**config.mk**
```make
export PLATFORM = sky130hd
export DESIGN_NAME = lsu_rmw
export DESIGN_NICKNAME = d
export VERILOG_FILES = /design/src/rtl/lsu_rmw_pkg.sv /design/src/rtl/lsu_rmw_align.sv /design/src/rtl/lsu_rmw.sv
export SDC_FILE = /design/constraint.sdc
export NUM_CORES = 1
export LEC_CHECK = 0
export BUFFER_PORTS_ARGS = -buffer_cell sky130_fd_sc_hd__buf_4
export CORE_MARGIN = 2
export CORE_UTILIZATION = 30
export DETAILED_ROUTE_END_ITERATION = 10
export PLACE_DENSITY_LB_ADDON = 0.25
export SLEW_MARGIN = 20
export SYNTH_ARGS = -nofsm -noshare
export SYNTH_HDL_FRONTEND = slang
export SYNTH_SLANG_ARGS = --single-unit
```
**constraint.sdc**
```tcl
create_clock -name clk -period 5.1 [get_ports clk]
set_input_delay 0.51 -clock clk [delete_from_list [all_inputs] [get_ports clk]]
set_output_delay 0.51 -clock clk [all_outputs]
set_load 0.01 [all_outputs]
```
**src/rtl/lsu_rmw_pkg.sv**
```systemverilog
// Shared definitions for the load/store unit: RV32I funct3 codes and FSM state encodings.
package lsu_rmw_pkg;

  localparam logic [2:0] F3_B  = 3'b000;
  localparam logic [2:0] F3_H  = 3'b001;
  localparam logic [2:0] F3_W  = 3'b010;
  localparam logic [2:0] F3_BU = 3'b100;
  localparam logic [2:0] F3_HU = 3'b101;

  typedef enum logic [2:0] {
    ST_IDLE   = 3'd0,
    ST_ACCESS = 3'd1,
    ST_WAIT   = 3'd2,
    ST_WRITE  = 3'd3,
    ST_RESP   = 3'd4
  } lsu_state_e;

endpackage

```
**src/rtl/lsu_rmw_align.sv**
```systemverilog
// Combinational lane logic: extracts/extends sub-word load data and merges
// sub-word store data into a read word. Only the low half of the store data
// can ever reach memory through a merge, so only that half is an input.
module lsu_rmw_align
  import lsu_rmw_pkg::*;
(
  input  logic [31:0] word,
  input  logic [1:0]  addr,
  input  logic [2:0]  funct3,
  input  logic [15:0] wdata,
  output logic [31:0] ld_data,
  output logic [31:0] st_word
);

  logic [7:0]  ld_byte;
  logic [15:0] ld_half;

  // Select the addressed lane and apply sign/zero extension for loads.
  always_comb begin
    case (addr)
      2'd0:    ld_byte = word[7:0];
      2'd1:    ld_byte = word[15:8];
      2'd2:    ld_byte = word[23:16];
      default: ld_byte = word[31:24];
    endcase
    ld_half = addr[1] ? word[31:16] : word[15:0];
    case (funct3)
      F3_B:    ld_data = {{24{ld_byte[7]}}, ld_byte};
      F3_BU:   ld_data = {24'd0, ld_byte};
      F3_H:    ld_data = {{16{ld_half[15]}}, ld_half};
      F3_HU:   ld_data = {16'd0, ld_half};
      default: ld_data = word;
    endcase
  end

  // Replace only the addressed byte/half lane; every other bit keeps the read value.
  always_comb begin
    st_word = word;
    if (funct3 == F3_B) begin
      case (addr)
        2'd0:    st_word[7:0]   = wdata[7:0];
        2'd1:    st_word[15:8]  = wdata[7:0];
        2'd2:    st_word[23:16] = wdata[7:0];
        default: st_word[31:24] = wdata[7:0];
      endcase
    end else if (funct3 == F3_H) begin
      if (addr[1]) st_word[31:16] = wdata;
      else         st_word[15:0]  = wdata;
    end
  end

endmodule

```
**src/rtl/lsu_rmw.sv**
```systemverilog
// Load/store unit in front of a word-wide data memory with a 1-cycle registered
// read. Sub-word stores are done as read-modify-write.
// Handshake: a request transfers on a rising edge where req_valid & req_ready;
// req_ready is high only in IDLE. rsp_valid is a single-cycle pulse with no
// back-pressure; rsp_rdata/rsp_err hold until the next response.
module lsu_rmw
  import lsu_rmw_pkg::*;
#(
  parameter int ADDR_W = 12
) (
  input  logic              clk,
  input  logic              rst,
  input  logic              req_valid,
  output logic              req_ready,
  input  logic              req_we,
  input  logic [2:0]        req_funct3,
  input  logic [31:0]       req_addr,
  input  logic [31:0]       req_wdata,
  output logic [ADDR_W-1:0] mem_addr,
  output logic              mem_we,
  output logic [31:0]       mem_din,
  input  logic [31:0]       mem_dout,
  output logic              rsp_valid,
  output logic [31:0]       rsp_rdata,
  output logic              rsp_err,
  output logic [2:0]        dbg_state
);

  lsu_state_e          state_q;
  logic [ADDR_W+1:0]   addr_q;
  logic [2:0]          f3_q;
  logic                we_q;
  logic [31:0]         wdata_q;
  logic [31:0]         merge_q;

  logic                req_fire;
  logic                req_bad;
  logic [31:0]         ld_data;
  logic [31:0]         st_word;

  assign req_fire  = req_valid && req_ready;
  assign req_ready = (state_q == ST_IDLE);
  assign dbg_state = state_q;

  // Classify the incoming request; any hit sends it straight to RESP with no memory access.
  always_comb begin
    req_bad = 1'b0;
    if ((req_funct3 == 3'b011) || (req_funct3 == 3'b110) || (req_funct3 == 3'b111))
      req_bad = 1'b1;
    if (req_we && req_funct3[2])
      req_bad = 1'b1;
    if (req_addr[31:ADDR_W+2] != '0)
      req_bad = 1'b1;
    if ((req_funct3[1:0] == 2'b01) && req_addr[0])
      req_bad = 1'b1;
    if ((req_funct3 == F3_W) && (req_addr[1:0] != 2'b00))
      req_bad = 1'b1;
  end

  lsu_rmw_align u_align (
    .word    (mem_dout),
    .addr    (addr_q[1:0]),
    .funct3  (f3_q),
    .wdata   (wdata_q[15:0]),
    .ld_data (ld_data),
    .st_word (st_word)
  );

  // Memory drive comes only from latched request fields; reset kills any write in flight.
  assign mem_addr = addr_q[ADDR_W+1:2];
  assign mem_din  = (state_q == ST_WRITE) ? merge_q : wdata_q;
  assign mem_we   = ~rst && (((state_q == ST_ACCESS) && we_q && (f3_q == F3_W)) ||
                             (state_q == ST_WRITE));

  // Request FSM with request latches, merge register and registered response.
  always_ff @(posedge clk) begin
    if (rst) begin
      state_q   <= ST_IDLE;
      addr_q    <= '0;
      f3_q      <= '0;
      we_q      <= 1'b0;
      wdata_q   <= '0;
      merge_q   <= '0;
      rsp_valid <= 1'b0;
      rsp_rdata <= '0;
      rsp_err   <= 1'b0;
    end else begin
      rsp_valid <= 1'b0;
      case (state_q)
        ST_IDLE: begin
          if (req_fire) begin
            addr_q  <= req_addr[ADDR_W+1:0];
            f3_q    <= req_funct3;
            we_q    <= req_we;
            wdata_q <= req_wdata;
            if (req_bad) begin
              state_q   <= ST_RESP;
              rsp_valid <= 1'b1;
              rsp_rdata <= '0;
              rsp_err   <= 1'b1;
            end else begin
              state_q <= ST_ACCESS;
            end
          end
        end
        ST_ACCESS: begin
          if (we_q && (f3_q == F3_W)) begin
            state_q   <= ST_RESP;
            rsp_valid <= 1'b1;
            rsp_rdata <= '0;
            rsp_err   <= 1'b0;
          end else begin
            state_q <= ST_WAIT;
          end
        end
        ST_WAIT: begin
          if (we_q) begin
            merge_q <= st_word;
            state_q <= ST_WRITE;
          end else begin
            state_q   <= ST_RESP;
            rsp_valid <= 1'b1;
            rsp_rdata <= ld_data;
            rsp_err   <= 1'b0;
          end
        end
        ST_WRITE: begin
          state_q   <= ST_RESP;
          rsp_valid <= 1'b1;
          rsp_rdata <= '0;
          rsp_err   <= 1'b0;
        end
        ST_RESP: begin
          state_q <= ST_IDLE;
        end
        default: begin
          state_q <= ST_IDLE;
        end
      endcase
    end
  end

endmodule

```
==> results of run 1 <==
[area by class of cell]
class / instances / area (um2) / area share
Clock buffer: 23 / 478.0 / 0.06179
Clock inverter: 8 / 97.59 / 0.01262
Inverter: 2 / 7.507 / 0.0009706
Multi-Input combinational cell: 511 / 3045 / 0.3937
Sequential cell: 119 / 2382 / 0.3080
Tap cell: 234 / 292.8 / 0.03785
Timing Repair Buffer: 190 / 1431 / 0.1851
[where the power goes]
group          switching [uW]  leakage (uW)  total (uW)  internal (uW)
clock network             420      0.000275        1170            752
registers                35.9      0.000967         992            956
logic                     157       0.00192         308            151
total                     612       0.00317        2470           1860
[state kept, by name (all words and copies together) (netlist names)]
register and count:
dbg_state 3, wdata_q 32, merge_q 32, addr_q 14, f3_q 3, rsp_valid 1
rsp_err 1, rsp_rdata 32, we_q 1
[worst paths after layout]
kind	slack, ps	to	cells after the start	start
worst max-delay path	2090	mem_din[13]	5	dbg_state[2]
worst min-delay path	340	wdata_q[2]	3	req_wdata[2]
worst min register to register	450	wdata_q[31]	2	wdata_q[31]
worst max register to register	2380	rsp_rdata[4]	5	f3_q[0]
[per-layer routing]
metal / vias to the layer above / share of wire / GRT usage / wire length, um
met3: 16 / 0.061 / 0.04341 / 1162
met2: 159 / 0.48 / 0.3038 / 9134
met1: 2470 / 0.45 / 0.2474 / 8589
met4: 0 / 0.013 / 0.06201 / 246
met5: - / 0 / 0 / 0
li1: 2713 / - / - / -
[logic make-up after synthesis]
family                 share of synthesized area
AO/OA/AOI/OAI                             0.1768
buffers and inverters                    0.05558
flip-flops                                0.4150
multiplexers                              0.1238
AND/OR/NAND/NOR                           0.2289
[cells in the final DEF (no fill, tap or decap), types with 11 or more instances in the layout]
| cell type | instances |
|---|---|
| o22ai_1 | 23 |
| nand2_1 | 145 |
| mux2_2 | 38 |
| a211oi_1 | 11 |
| mux2i_1 | 23 |
| nand2b_1 | 29 |
| dfxtp_1 | 119 |
| buf_4 | 188 |
| or3_1 | 16 |
| nor2b_1 | 21 |
| a22o_1 | 17 |
| clkbuf_16 | 17 |
| a21oi_1 | 78 |
| nor2_1 | 47 |
[per-stage QoR]
step           utilization  std cells  hold slack (ps)
2_1_floorplan            -        695            432.9
3_3_place_gp        0.3803       1054            440.3
3_5_place_dp        0.3803       1054            446.6
4_1_cts             0.4109       1085            319.3
5_1_grt             0.4121       1087            325.5
6_report            0.4121       1087            336.3
[critical path: cells and delay by family (launching register included)]
| kind | cells | cell delay (ps) |
|---|---|---|
| buffers and inverters | 2 | 540 |
| AND/OR/NAND/NOR | 2 | 680 |
| multiplexers | 1 | 380 |
| flip-flops | 1 | 490 |
==> results.tsv, run 1 <==
metric	value	unit
fmaxAchievable	0.3318	GHz
ys_top_cells_by_count	nand2_1 (146), dfxtp_1 (119), a21oi_1 (78)	
power_density	319.5	mW/mm2
setup_viol	0	
syn-num-nets	798	
layout.nets	944	
post_cts_buffers	0	
placed_cell_area	0.007137	mm2
finish.instance_area	0.007735	mm2
finalMaxSlewViolations	0	
synth_flop_cell	dfxtp_1	
drive_gt1_frac	0.3154	
synthesis.area	0.005741	mm2
path_max_fanout	17	
cts_tree	done	
diodes	0	
relSlewSlack	0.3359	
clock_sinks	119	
die_w	142.3	um
critPathKind	flop to primary output	
synth-seq-area-share	0.4150	
dp_hpwl	13910	um
end_kind	primary output	
synth_area_leaders	dfxtp_1 (41%), nand2_1 (9.5%), mux2_2 (7.5%)	
fin_skew	10.94	ps
post-synth-top-area-cell	dfxtp_1	
max-vdd-ir-drop	218.7	uV
dieArea	0.02026	mm2
synth_seq_cells	119	
synth_top_area_share	0.4150	
arrival	2500	ps
worstSetupStartpointType	flop	
syn_avg_cell_area	8.260	um2
ios	186	
yosysUniqueCellTypes	41	
antenna_found_initial	0	
cp_cell_sequence	nor2b_1 > nand2_1 > buf_4 > mux2_2 > buf_4	
rsz0062_at_grt	no	
drt_wl_total	19130	um
yosysWarnings	0	
clock_path_buffers	2	
synth_edf_count	0	
start_util	0.3059	
antenna_left	0	
setup_tns	0	ps
grt_pass1_vias	5087	
total_power	2471	uW
first_pass_iters	5	
gr-total-overflow	0	
slowest_stage	nand2_1	
async_reset_ff_frac	0	
cp_common_cell	buf_4	
fp.dieH	142.3	um
clkTransAtPathRegs	60	ps
wire_per_inst	17.60	um
ctsHoldBuffers	0	
power_leakage	0.003165	uW
synth_cells	695	
run_status	complete, no violations	
place_ws	2404	ps
clk_latency	420	ps
hold_path.class	input pin to flop	
grt_pass1_wl	28770	um
vias	5358	
fin_ws	2086	ps
viasPerCell	4.929	
finalHoldViolCount	0	
worstMarginPinSlew	992.6	ps
yosysMostFrequentCell	nand2_1	
timing.final.crit_share	0.5910	
cts_resized	0	
finalWeightedCongestion	0.8644	
grt_max_degree	67	
cts_inserted_buffers	17	
required	4590	ps
drv_cap	0	
cpPeakStageDelay	560	ps
drc	0	
track_usage	0.1876	
num-fill-cells	1932	
rows	50	
drt_iter0_markers	379	
period_needed	3014	ps
cts_root_buffer	clkbuf_16	
portBuffers	185	
area_growth	34.74	%
h-tree-depth	4	
core_area	0.01877	mm2
(Power assumes the default switching activity.)
==> run 2, diff against run 1 <==
==> constraint.sdc (replaced) <==
create_clock -name clk -period 2.9 [get_ports clk]
set_input_delay 0.29 -clock clk [delete_from_list [all_inputs] [get_ports clk]]
set_output_delay 0.29 -clock clk [all_outputs]
set_load 0.01 [all_outputs]
==> run 2 against run 1 <==
Against the previous run: clock power rose by 84%; combinational power rose by 86%; die area did not move; design area rose by 1.5%; sequential power rose by 74%; hold slack got worse by 220 ps; wire length fell by 0.93%; worst setup slack got worse by 1700 ps; count of clock-buffer cells in the layout did not move; utilization rose by 0.60 points; first-iteration DRC count fell by 24%; critical path type unchanged; largest power group unchanged.
==> results.tsv, run 2 (synthesis gave the netlist of run 1 again) <==
metric	value	unit
run_status	complete, no violations	
drc	0	
comb_power_share	0.128	
max-vdd-ir-drop	399.7	uV
grt_pass1_wl	29040	um
grt_pass1_vias	5155	
min_to	addr_q[3]	
antenna_left	0	
setup_viol	0	
ctsHoldBuffers	0	
fin_skew	9.679	ps
placed_cell_area	0.007247	mm2
wire_per_inst	17.28	um
cts_inserted_buffers	17	
gr-total-overflow	0	
cts_tree	done	
worstMarginPinSlew	1017	ps
path_max_fanout	24	
portBuffers	185	
dp_hpwl	13880	um
clk_latency	420	ps
post_cts_buffers	0	
fp.dieH	142.3	um
holdPathStages	3	
finalWeightedCongestion	0.8783	
layout.nets	953	
clkTransAtPathRegs	50	ps
timing.final.crit_share	0.8698	
clock_sinks	119	
worstRegToRegCells	5	
final_cell_mix	buf_4 (197), nand2_1 (145), dfxtp_1 (119)	
arrival	2230	ps
p_sw_frac	0.2431	
drt_wl_total	18950	um
area_growth	36.70	%
finalHoldViolCount	0	
p_sw	1082	uW
reg2reg_slack	610	ps
cts_resized	0	
seqPwrFrac	0.388	
end_kind	primary output	
finalMaxSlewViolations	0	
grt_max_degree	66	
start_util	0.3059	
cts_root_buffer	clkbuf_16	
power_density	567.4	mW/mm2
setup_tns	0	ps
dieArea	0.02026	mm2
vias	5428	
layout_commonest_cell	buf_4	
rsz0062_at_grt	no	
core_area	0.01877	mm2
critPathKind	flop to primary output	
h-tree-depth	4	
track_usage	0.1874	
required	2610	ps
relSlewSlack	0.3199	
rr_startpoint	dbg_state[1]	
antenna_found_initial	0	
reg2reg_to	rsp_rdata[3]	
p_int	3370	uW
drv_cap	0	
period_needed	2522	ps
ios	186	
finish.instance_area	0.007848	mm2
rows	50	
first_pass_iters	5	
worstSetupStartpointType	flop	
drt_iter0_markers	289	
clockPowerShare	0.483	
diodes	0	
die_w	142.3	um
clock_path_buffers	2	
viasPerCell	4.948	
hold_start	req_addr[3]	
fmaxAchievable	0.3965	GHz
hold_path.class	input pin to flop	
top_regs	merge_q (32), rsp_rdata (32), wdata_q (32)	
drive_gt1_frac	0.3233	
power_leakage	0.003241	uW
[run 2: area by class of cell]
| cell class | instances | area (um2) |
|---|---|---|
| fillers | 1959 | 10920 |
| multi-input cells | 511 | 3045 |
| flip-flops and latches | 119 | 2382 |
| repair buffers | 199 | 1519 |
| clock buffers | 23 | 478.0 |
| well taps | 234 | 292.8 |
| clock inverters | 9 | 122.6 |
| inverters | 2 | 7.507 |
[run 2: worst max-delay path by stage]
stage	startpoint	to	slack (ps)	cells past startpoint
after detailed placement	req_funct3[0]	rsp_rdata[5]	600	5
after global placement	req_funct3[0]	rsp_rdata[5]	620	5
after global routing	dbg_state[2]	mem_din[15]	270	5
after floorplan	req_funct3[0]	rsp_rdata[5]	890	6
after CTS	dbg_state[2]	mem_din[15]	360	5
final	dbg_state[2]	mem_din[12]	380	5
[run 2: per-stage QoR]
step / cells / setup WS, ps / hold slack [ps] / total power [uW] / utilization
after CTS: 1097 / 358.4 / 97.33 / 4511 / 0.4181
after detailed placement: 1065 / 598.9 / 446.5 / 2333 / 0.3861
final: 1097 / 377.7 / 114.2 / 4452 / 0.4181
after global placement: 1065 / 616.5 / 439.8 / 2330 / 0.3860
after floorplan: 695 / 893.3 / 426.0 / 2064 / -
after global routing: 1097 / 266.2 / 103.3 / 4637 / 0.4181
[run 2: metal layers]
layer / vias to the layer above / track usage / share of wire
met5: - / 0 / 0
met4: 0 / 0.05628 / 0.012
met3: 18 / 0.04980 / 0.067
met2: 160 / 0.3021 / 0.47
met1: 2519 / 0.2465 / 0.45
li1: 2731 / - / -
[run 2: power by group through the flow]
stage	Combinational, uW	Clock (uW)	Sequential [uW]
3_5_place_dp	573	0	1760
6_report	572	2150	1730
5_1_grt	625	2280	1730
4_1_cts	575	2210	1730
2_1_floorplan	321	0	1740
3_3_place_gp	571	0	1760
[run 2: worst max-delay path, cell delays in order, from the launching register on]
cell and delay (ps):
dfxtp_1 510, nor2b_1 120, nand2_1 370, buf_12 250, mux2_2 390, buf_4 150
==> run 3, diff against run 2 <==
--- a/config.mk
+++ b/config.mk
@@ -6,7 +6,6 @@
 export NUM_CORES = 1
 export LEC_CHECK = 0
 export BUFFER_PORTS_ARGS = -buffer_cell sky130_fd_sc_hd__buf_4
-export CORE_MARGIN = 2
 export CORE_UTILIZATION = 30
 export DETAILED_ROUTE_END_ITERATION = 10
 export PLACE_DENSITY_LB_ADDON = 0.25
==> run 3 against run 2 <==
Against the previous run: worst setup slack got worse by 38 ps; critical path depth unchanged; via count about the same; critical path type unchanged; largest power group unchanged; clock power decreased by 3%; non-clock buffer count increased by 1.
==> results.tsv, run 3 (synthesis gave the netlist of run 1 again) <==
metric	value	unit
start_util	0.3069	
post_cts_buffers	0	
diodes	0	
required	2610	ps
finalHoldViolCount	0	
grt_pass1_wl	29410	um
first_pass_iters	4	
relSlewSlack	0.4115	
slowest_stage	dfxtp_1	
final_cell_mix	buf_4 (198), nand2_1 (145), dfxtp_1 (119)	
clkTransAtPathRegs	60	ps
viasPerCell	4.946	
place_ws	456.5	ps
power_leakage	0.003218	uW
clk_latency	420	ps
run_status	complete, no violations	
vias	5431	
worstMarginPinSlew	882.7	ps
ios	186	
worstRegToRegCells	5	
grt_pass1_vias	5252	
drv_cap	0	
setup_tns	0	ps
finalWeightedCongestion	0.9062	
arrival	2270	ps
drc	0	
setup_viol	0	
critPathKind	flop to primary output	
fin_ws	340.1	ps
period_needed	2560	ps
reg2reg_slack	440	ps
path_max_fanout	11	
num-fill-cells	1944	
drt_iter0_markers	259	
reg2reg_to	rsp_rdata[2]	
ctsHoldBuffers	0	
portBuffers	185	
wire_per_inst	17.27	um
path_buf_inv	2	
track_usage	0.1964	
h-tree-depth	4	
antenna_found_initial	0	
fp.dieH	140.3	um
fin_skew	6.754	ps
worstSetupStartpointType	flop	
drt_wl_total	18960	um
critPathTopFamily	simple AND/OR/NAND/NOR gates	
layout.cells.non_filler	1098	
layout_commonest_cell	buf_4	
hold_path.class	input pin to flop	
rows	50	
power_density	558.6	mW/mm2
max-vdd-ir-drop	429.0	uV
grt_max_degree	61	
min_to	addr_q[8]	
layout.nets	954	
cp_cell_sequence	nor2b_1 > nand2_1 > buf_4 > mux2_2 > buf_4	
antenna_left	0	
cts_root_buffer	clkbuf_16	
cp_common_cell	buf_4	
fmaxAchievable	0.3906	GHz
area_growth	36.27	%
clock_path_buffers	2	
core_area	0.01871	mm2
holdPathStages	3	
rsz0062_at_grt	no	
rr_startpoint	dbg_state[1]	
cpPeakStageDelay	500	ps
cts_resized	0	
dp_hpwl	13930	um
seq_area	0.002382	mm2
gr-total-overflow	0	
multi_input_area	0.003045	mm2
place_inst	1065	
cts_tree	done	
timing.final.crit_share	0.8827	
dieArea	0.01969	mm2
hold_start	req_addr[8]	
path_depth	5	
finalMaxSlewViolations	0	
drive_gt1_frac	0.3264	
top_regs	merge_q (32), rsp_rdata (32), wdata_q (32)	
hold_ws	120.8	ps
clock_sinks	119	
die_w	140.3	um
end_kind	primary output	
cts_inserted_buffers	17	
## run 3: changes by cell type in the layout (fill, tap and decap cells not counted), sizes merged
cell,before,now
clkinv,5,4
buf,199,200
inv,2,3
bufinv,3,2
clkinvlp,1,5
clkbuf,23,20
## run 3: layer usage
metal,global-route usage,vias up,part of all wire,wire length (um)
li1,-,2729,-,-
met3,0.05265,16,0.055,1039
met2,0.3205,147,0.48,9013
met1,0.2536,2539,0.46,8676
met4,0.05552,0,0.012,235
met5,0,-,0,0
## run 3: metrics by stage
stage               power (uW)  utilization  instance area (um2)
floorplan                 2064            -                 5741
global placement          2324       0.3866                 7232
detailed placement        2326       0.3868                 7234
CTS                       4406       0.4179                 7818
global route              4542       0.4182                 7823
finish                    4370       0.4182                 7823
## run 3: how the worst max path moves through the flow
stage | start | to | slack (ps)
2_1_floorplan | req_funct3[0] | rsp_rdata[5] | 890
3_3_place_gp | dbg_state[1] | rsp_rdata[2] | 500
3_5_place_dp | dbg_state[1] | rsp_rdata[0] | 460
4_1_cts | dbg_state[2] | mem_din[22] | 310
5_1_grt | dbg_state[0] | mem_din[3] | 190
6_report | dbg_state[2] | mem_din[22] | 340
## run 3: area by class of cell
class,instances,area share
sequential,119,0.3045
clock buffer,20,0.05838
clock inverter,12,0.01615
tap,234,0.03743
multi-input combinational,511,0.3893
inverter,2,0.0009597
timing repair buffer,200,0.1932
## run 3: power breakdown
group	total [uW]	switching [uW]	internal, uW
Sequential	1730	48.8	1680
Clock	2080	772	1300
Combinational	563	290	274
## run 3: worst min-delay path, stage by stage
cell and delay, ps:
buf_4 110, nand2_1 40, a21oi_1 50
